File: src/rtl/reaction_timer_ctrl_if.sv
`default_nettype none
// ============================================================================
//  Module   : reaction_timer_ctrl_if
//  Function : Player-button and display/status bundle for the reaction timer.
//             master = button/display side, slave = controller.
//  Revision : 1.0  initial release
// ============================================================================
interface reaction_timer_ctrl_if #(
   parameter int N_DIGITS = 4
) ();
   logic                    start;
   logic                    stop;
   logic                    clear;
   logic [4*N_DIGITS-1:0]   digits;
   logic [N_DIGITS-1:0]     blank;
   logic                    led;
   logic [4*N_DIGITS-1:0]   best;
   logic                    best_valid;
   logic [7:0]              rounds;
   logic [2:0]              state;

   modport master (
      output start, stop, clear,
      input  digits, blank, led, best, best_valid, rounds, state
   );

   modport slave (
      input  start, stop, clear,
      output digits, blank, led, best, best_valid, rounds, state
   );
endinterface
`default_nettype wire

File: src/rtl/reaction_timer_ctrl.sv
`default_nettype none
// ============================================================================
//  Module   : reaction_timer_ctrl
//  Function : Reaction-timer controller. Random LFSR delay, LED stimulus,
//             BCD millisecond count, cheat/timeout detection, best time and
//             round counter. All outputs registered.
//  Revision : 1.0  initial release
// ============================================================================
module reaction_timer_ctrl #(
   parameter int         TICK_DIV     = 100000,
   parameter int         N_DIGITS     = 4,
   parameter int         LFSR_W       = 16,
   parameter int         DLY_BITS     = 11,
   parameter int         MIN_DELAY_MS = 1000,
   parameter logic [3:0] ERR_CODE     = 4'hE
) (
   input  logic                 clk,
   input  logic                 rst,
   reaction_timer_ctrl_if.slave bus
);
   localparam int PW = $clog2(TICK_DIV);
   // Wide enough for the largest possible delay MIN_DELAY_MS + 2^DLY_BITS - 1
   localparam int DW = $clog2(MIN_DELAY_MS + (1 << DLY_BITS));
   localparam int BW = 4 * N_DIGITS;
   localparam logic [BW-1:0] NINES = {N_DIGITS{4'h9}};
   localparam logic [BW-1:0] ERRS  = {N_DIGITS{ERR_CODE}};

   typedef enum logic [2:0] {
      S_IDLE   = 3'd0,
      S_WAIT   = 3'd1,
      S_TIMING = 3'd2,
      S_DONE   = 3'd3,
      S_CHEAT  = 3'd4,
      S_TMO    = 3'd5
   } state_t;

   state_t             cur;
   logic [LFSR_W-1:0]  lfsr;
   logic               fb;
   logic [PW-1:0]      presc;
   logic               tick;
   logic [DW-1:0]      dly_cnt;
   logic [DW-1:0]      dly_init;
   logic [BW-1:0]      bcd;
   logic [BW-1:0]      bcd_inc;
   logic               carry;
   logic               start_ok;

   // Maximal-length feedback taps for each supported width
   generate
      if (LFSR_W == 8) begin : g_taps_8
         assign fb = lfsr[7] ^ lfsr[5] ^ lfsr[4] ^ lfsr[3];
      end else if (LFSR_W == 24) begin : g_taps_24
         assign fb = lfsr[23] ^ lfsr[22] ^ lfsr[21] ^ lfsr[16];
      end else begin : g_taps_16
         assign fb = lfsr[15] ^ lfsr[13] ^ lfsr[12] ^ lfsr[10];
      end
   endgenerate

   assign tick      = (presc == PW'(TICK_DIV - 1));
   assign dly_init  = DW'(MIN_DELAY_MS) + DW'(lfsr[DLY_BITS-1:0]);
   // A new round may begin from any state that is not an active round
   assign start_ok  = bus.start && (cur != S_WAIT) && (cur != S_TIMING);
   assign bus.state = cur;

   // Free-running Fibonacci LFSR; soft clear leaves it alone so rounds stay random
   always_ff @(posedge clk or negedge rst) begin
      if (!rst) begin
         lfsr <= LFSR_W'(1);
      end else begin
         lfsr <= {lfsr[LFSR_W-2:0], fb};
      end
   end

   // Decimal increment with carry ripple from digit 0 upward
   always_comb begin
      carry   = 1'b1;
      bcd_inc = bcd;
      for (int i = 0; i < N_DIGITS; i++) begin
         if (carry) begin
            if (bcd[4*i +: 4] == 4'd9) begin
               bcd_inc[4*i +: 4] = 4'd0;
            end else begin
               bcd_inc[4*i +: 4] = bcd[4*i +: 4] + 4'd1;
               carry             = 1'b0;
            end
         end
      end
   end

   // Round state machine with registered display, LED and score outputs
   always_ff @(posedge clk or negedge rst) begin
      if (!rst) begin
         cur            <= S_IDLE;
         presc          <= '0;
         dly_cnt        <= '0;
         bcd            <= '0;
         bus.led        <= 1'b0;
         bus.digits     <= '0;
         bus.blank      <= '1;
         bus.best       <= NINES;
         bus.best_valid <= 1'b0;
         bus.rounds     <= 8'd0;
      end else if (bus.clear) begin
         cur            <= S_IDLE;
         presc          <= '0;
         dly_cnt        <= '0;
         bcd            <= '0;
         bus.led        <= 1'b0;
         bus.digits     <= NINES;
         bus.blank      <= '1;
         bus.best       <= NINES;
         bus.best_valid <= 1'b0;
         bus.rounds     <= 8'd0;
      end else begin
         presc <= tick ? '0 : presc + 1'b1;
         if (start_ok) begin
            cur        <= S_WAIT;
            dly_cnt    <= dly_init;
            presc      <= '0;
            bus.led    <= 1'b0;
            bus.digits <= '0;
            bus.blank  <= '1;
         end else begin
            case (cur)
               S_WAIT: begin
                  if (bus.stop) begin
                     cur        <= S_CHEAT;
                     bus.digits <= ERRS;
                     bus.blank  <= '0;
                  end else if (tick) begin
                     // Last tick of the delay: light the LED and start counting
                     if (dly_cnt <= DW'(1)) begin
                        cur        <= S_TIMING;
                        presc      <= '0;
                        bcd        <= '0;
                        bus.led    <= 1'b1;
                        bus.digits <= '0;
                        bus.blank  <= '0;
                     end else begin
                        dly_cnt <= dly_cnt - 1'b1;
                     end
                  end
               end
               S_TIMING: begin
                  if (bus.stop) begin
                     // Freeze the count as it stood before any same-cycle tick
                     cur        <= S_DONE;
                     bus.led    <= 1'b0;
                     bus.digits <= bcd;
                     if (bus.rounds != 8'hFF) begin
                        bus.rounds <= bus.rounds + 8'd1;
                     end
                     // 4-bit digit fields make an unsigned compare equal to an MSB-first digit compare
                     if (!bus.best_valid || (bcd < bus.best)) begin
                        bus.best       <= bcd;
                        bus.best_valid <= 1'b1;
                     end
                  end else if (tick) begin
                     if (bcd == NINES) begin
                        cur        <= S_TMO;
                        bus.led    <= 1'b0;
                        bus.digits <= NINES;
                     end else begin
                        bcd        <= bcd_inc;
                        bus.digits <= bcd_inc;
                     end
                  end
               end
               default: begin
                  // IDLE, DONE, CHEAT and TMO hold their outputs until start or clear
               end
            endcase
         end
      end
   end
endmodule
`default_nettype wire

File: src/flat_wrapper.sv
// flat-port wrapper written by rule: the top's interface ports become plain ports
module reaction_timer_ctrl_flat 
#(
   parameter int         TICK_DIV     = 100000,
   parameter int         N_DIGITS     = 4,
   parameter int         LFSR_W       = 16,
   parameter int         DLY_BITS     = 11,
   parameter int         MIN_DELAY_MS = 1000,
   parameter logic [3:0] ERR_CODE     = 4'hE
)
  (clk, rst, bus_start, bus_stop, bus_clear, bus_digits, bus_blank, bus_led, bus_best, bus_best_valid, bus_rounds, bus_state);
  reaction_timer_ctrl_if #(.N_DIGITS(N_DIGITS)) bus_i ();
  input  logic clk;
  input  logic rst;
  input wire logic [$bits(bus_i.start)-1:0] bus_start;
  input wire logic [$bits(bus_i.stop)-1:0] bus_stop;
  input wire logic [$bits(bus_i.clear)-1:0] bus_clear;
  output wire logic [$bits(bus_i.digits)-1:0] bus_digits;
  output wire logic [$bits(bus_i.blank)-1:0] bus_blank;
  output wire logic [$bits(bus_i.led)-1:0] bus_led;
  output wire logic [$bits(bus_i.best)-1:0] bus_best;
  output wire logic [$bits(bus_i.best_valid)-1:0] bus_best_valid;
  output wire logic [$bits(bus_i.rounds)-1:0] bus_rounds;
  output wire logic [$bits(bus_i.state)-1:0] bus_state;
  assign bus_i.start = bus_start;
  assign bus_i.stop = bus_stop;
  assign bus_i.clear = bus_clear;
  assign bus_digits = bus_i.digits;
  assign bus_blank = bus_i.blank;
  assign bus_led = bus_i.led;
  assign bus_best = bus_i.best;
  assign bus_best_valid = bus_i.best_valid;
  assign bus_rounds = bus_i.rounds;
  assign bus_state = bus_i.state;
  reaction_timer_ctrl #(.TICK_DIV(TICK_DIV), .N_DIGITS(N_DIGITS), .LFSR_W(LFSR_W), .DLY_BITS(DLY_BITS), .MIN_DELAY_MS(MIN_DELAY_MS), .ERR_CODE(ERR_CODE)) u_core (.clk(clk), .rst(rst), .bus(bus_i));
endmodule
File: config.mk
export PLATFORM = sky130hd
export DESIGN_NAME = reaction_timer_ctrl_flat
export DESIGN_NICKNAME = d
export VERILOG_FILES = /design/src/rtl/reaction_timer_ctrl_if.sv /design/src/rtl/reaction_timer_ctrl.sv /design/src/flat_wrapper.sv
export SDC_FILE = /design/constraint.sdc
export NUM_CORES = 1
export LEC_CHECK = 0
export CORE_MARGIN = 10
export CORE_UTILIZATION = 36
export DETAILED_ROUTE_END_ITERATION = 10
export GPL_ROUTABILITY_DRIVEN = 0
export PLACE_DENSITY = 0.53
export SLEW_MARGIN = 20
export SYNTH_ARGS = -nofsm -noshare
export SYNTH_HDL_FRONTEND = slang
export SYNTH_SLANG_ARGS = --single-unit
File: constraint.sdc
create_clock -name clk -period 2.75 [get_ports clk]
set_input_delay 0.6875 -clock clk [delete_from_list [all_inputs] [get_ports clk]]
set_output_delay 0.6875 -clock clk [all_outputs]
set_load 0.05 [all_outputs]
==> run_results.csv <==
group,metric,value,unit
global_routing,grt_pass1_wl,27900,um
placement,dp_hpwl,12600,um
worst_setup_path,path_class,"reg2reg",
cts,cts-root-buf,"clkbuf_16",
sta,tns,0,ns
worst_setup_path,crit_family,"simple AND/OR/NAND/NOR gates",
cells_and_area,num-fill-cells,1640,
cells_and_area,final_layout_size_suffix_gt1_frac,0.122,
hold_path,hp-class,"in2async",
floorplanning,dieArea,22300,um^2
synth,syn_area_per_cell,9.62,um^2
run_status,status,"completed",
synth,syn_nets,659,
floorplanning,fp.dieH,149,um
route,vias_per_cell,5.54,
cells_and_area,area_growth,20.6,%
synth,synth_cell_types,76,
synth,ys_ff_latch,107,
global_routing,track_usage,0.156,
worst_setup_path,cp.required,3.00,ns
cells_and_area,stdcell_count,914,
worst_setup_path,crit_chain,"inv_1, ha_1, nand3b_4, nor4_4, a21boi_2, o211ai_1, and2_1, mux2_4",
global_routing,antenna_found_initial,1,
route,vias,5059,
cts,clock_latency,0.36,ns
synth,synth.cell_area,6020,um^2
cts,postCtsSetupBuffers,0,
synth,yosys_warnings,0,
sta,finalClockSkew,0.00893,ns
cells_and_area,layout_common_cells,"dfrtp_1 (97), nor2_1 (60), clkdlybuf4s50_1 (52), nand2_1 (49), o21ai_0 (41)",
cells_and_area,final_area,7260,um^2
floorplanning,design.core.area,16500,um^2
synth,async_flop_share,1.00,
floorplanning,num_rows,47,
cts,cts_tree,"yes",
cells_and_area,mostFrequentLayoutCell,"dfrtp_1",
global_routing,grt.overflow.total,0,
cts,clk_pin_slew,0.08,ns
synth,synth.area.top_cells,"dfrtp_1 (40%), ha_1 (5.8%), dfstp_2 (4.4%), nor2_1 (3.7%), o21ai_0 (3.4%)",
route,drt_pre_antenna_iters,6,
placement,placed_cell_area,6960,um^2
cts,ctsResizeCount,0,
synth,synth_top_area_frac,0.403,
sta,finalWorstSetupSlack,0.237,ns
cells_and_area,diodes,0,
sta,hold_violations,0,
synth,synth-edff-count,0,
global_routing,grt_max_degree,53,
floorplanning,die-width,149,um
worst_setup_path,cp.arrival,2.76,ns
synth,synth_ff_type,"dfrtp_1",
synth,seq_area_frac_synth,0.447,
worst_setup_path,critPathBufInv,1,
worst_setup_path,max_stage_delay,0.47,ns
sta,post-route-period-util,0.914,
cts,h-tree-depth,3,
cts,cts_sinks,107,
placement,pre_cts_ws,0.190,ns
pwr,peakVddDrop,455,uV
cts,cts.hold.buffers_added,0,
route,drt_iter0_markers,537,
route,routed_wl,16900,um
cts,cts_buffer_depth,2,
placement,portBuffers,53,
worst_setup_path,crit_slowest_cell,"dfrtp_1",
sta,fmax,398,MHz
worst_setup_path,setup.worst_path.start_class,"flop",
sta,setup_violations,0,
pwr,powerDensity,785,nW/um^2
cts,numCtsBuffers,9,
synth,yosysTopAreaCell,"dfrtp_1",
sta,period_needed,2.51,ns
floorplanning,io-pin-count,54,
flow_run,maxCapViolations,0,
sta,rsz0062_at_grt,"no",
sta,max_slew_margin,0.590,
cells_and_area,final_nets,722,
sta,slew_violations,0,
route,antenna_left,0,
route,remaining_drc_errors,0,
worst_setup_path,end_kind,"flop",
floorplanning,start_util,0.366,
sta,tightest_slew,0.612,ns
worst_setup_path,worst-path-max-fanout,7,
pwr,leakage,3.19,nW
synth,synthCells,626,
placement,placedCellCount,898,
global_routing,grt_pass1_vias,5091,
route,wl_per_cell,18.5,um
area by class of cell:
type,count,area (um^2),area share
well taps,220,275,0.0379
clock inverters,7,76.3,0.0105
clock buffers,9,225,0.0310
repair buffers,87,833,0.115
flip-flops and latches,107,2690,0.370
inverters,27,101,0.0140
multi-input cells,457,3060,0.421
synthesized netlist by cell type (all sizes together), types with 3 or more instances:
cell type	n
nor2b	4
a311oi	5
and3b	4
buf	16
nand2	51
mux2	4
nand3b	4
a22o	5
ha	28
o31ai	5
inv	26
mux2i	4
nor3b	4
and3	9
nor4	6
clkbuf	19
or3	9
nor2	61
o311ai	4
xnor2	19
a21o	7
a2bb2oi	7
and2	4
dfstp	10
or4	5
nand4	6
a31oi	8
o211ai	10
nor3	17
o21a	4
dfrtp	97
a2111oi	3
xor2	15
nand3	30
a211oi	11
o41ai	3
o21ai	41
o22ai	6
nand2b	4
a21oi	26
stage by stage:
stage / hold slack (ns) / power, mW / util
after floorplan: 0.331 / 3.59 / -
after global placement: 0.338 / 4.39 / 0.423
after detailed placement: 0.339 / 4.42 / 0.423
after CTS: 0.284 / 5.76 / 0.441
after global routing: 0.291 / 6.03 / 0.441
final: 0.269 / 5.70 / 0.441
sequential cells by signal, summed over array words and instances (netlist names):
register	cells
u_core.bcd	16
u_core.bus.best	16
u_core.bus.best_valid	1
u_core.bus.blank	1
u_core.bus.digits	16
u_core.bus.led	1
u_core.bus.rounds	8
u_core.bus.state	3
u_core.dly_cnt	12
u_core.lfsr	16
u_core.presc	17
routing by layer:
metal | GRT usage | vias to the layer above | part of all wire
met3 | 0.0349 | 19 | 0.045
met5 | 0 | - | 0
li1 | - | 2392 | -
met2 | 0.269 | 150 | 0.51
met1 | 0.193 | 2498 | 0.43
met4 | 0.0393 | 0 | 0.013
report_power, final:
part | internal [mW] | switching (mW) | leakage, nW
sequential | 1.82 | 0.200 | 1.42
clock | 0.711 | 0.614 | 0.142
combinational | 0.809 | 1.55 | 1.63
final timing paths:
kind                       cells after the start                    end  slack (ns)       startpoint
min in group clk                               0        u_core.lfsr[15]        0.36  u_core.lfsr[14]
max in group asynchronous                      2         u_core.lfsr[0]        1.74              rst
min                                            1  u_core.bus.digits[12]        0.27              rst
min reg2reg                                    0        u_core.lfsr[15]        0.36  u_core.lfsr[14]
max                                            8         u_core.bcd[11]        0.24    u_core.bcd[5]
max reg2reg                                    8         u_core.bcd[11]        0.24    u_core.bcd[5]
kinds of logic (layout without fill, tap and decap cells):
group | after synthesis | in the layout | share of synthesized area
simple gates | 230 | 230 | 0.205
fa+ha+maj | 28 | 28 | 0.0582
compound gates | 157 | 157 | 0.180
xor+xnor | 34 | 34 | 0.0495
mux | 8 | 8 | 0.0148
buf+inv | 62 | 130 | 0.0461
flops | 107 | 107 | 0.447
No activity file was read; power rests on OpenSTA's default activity.
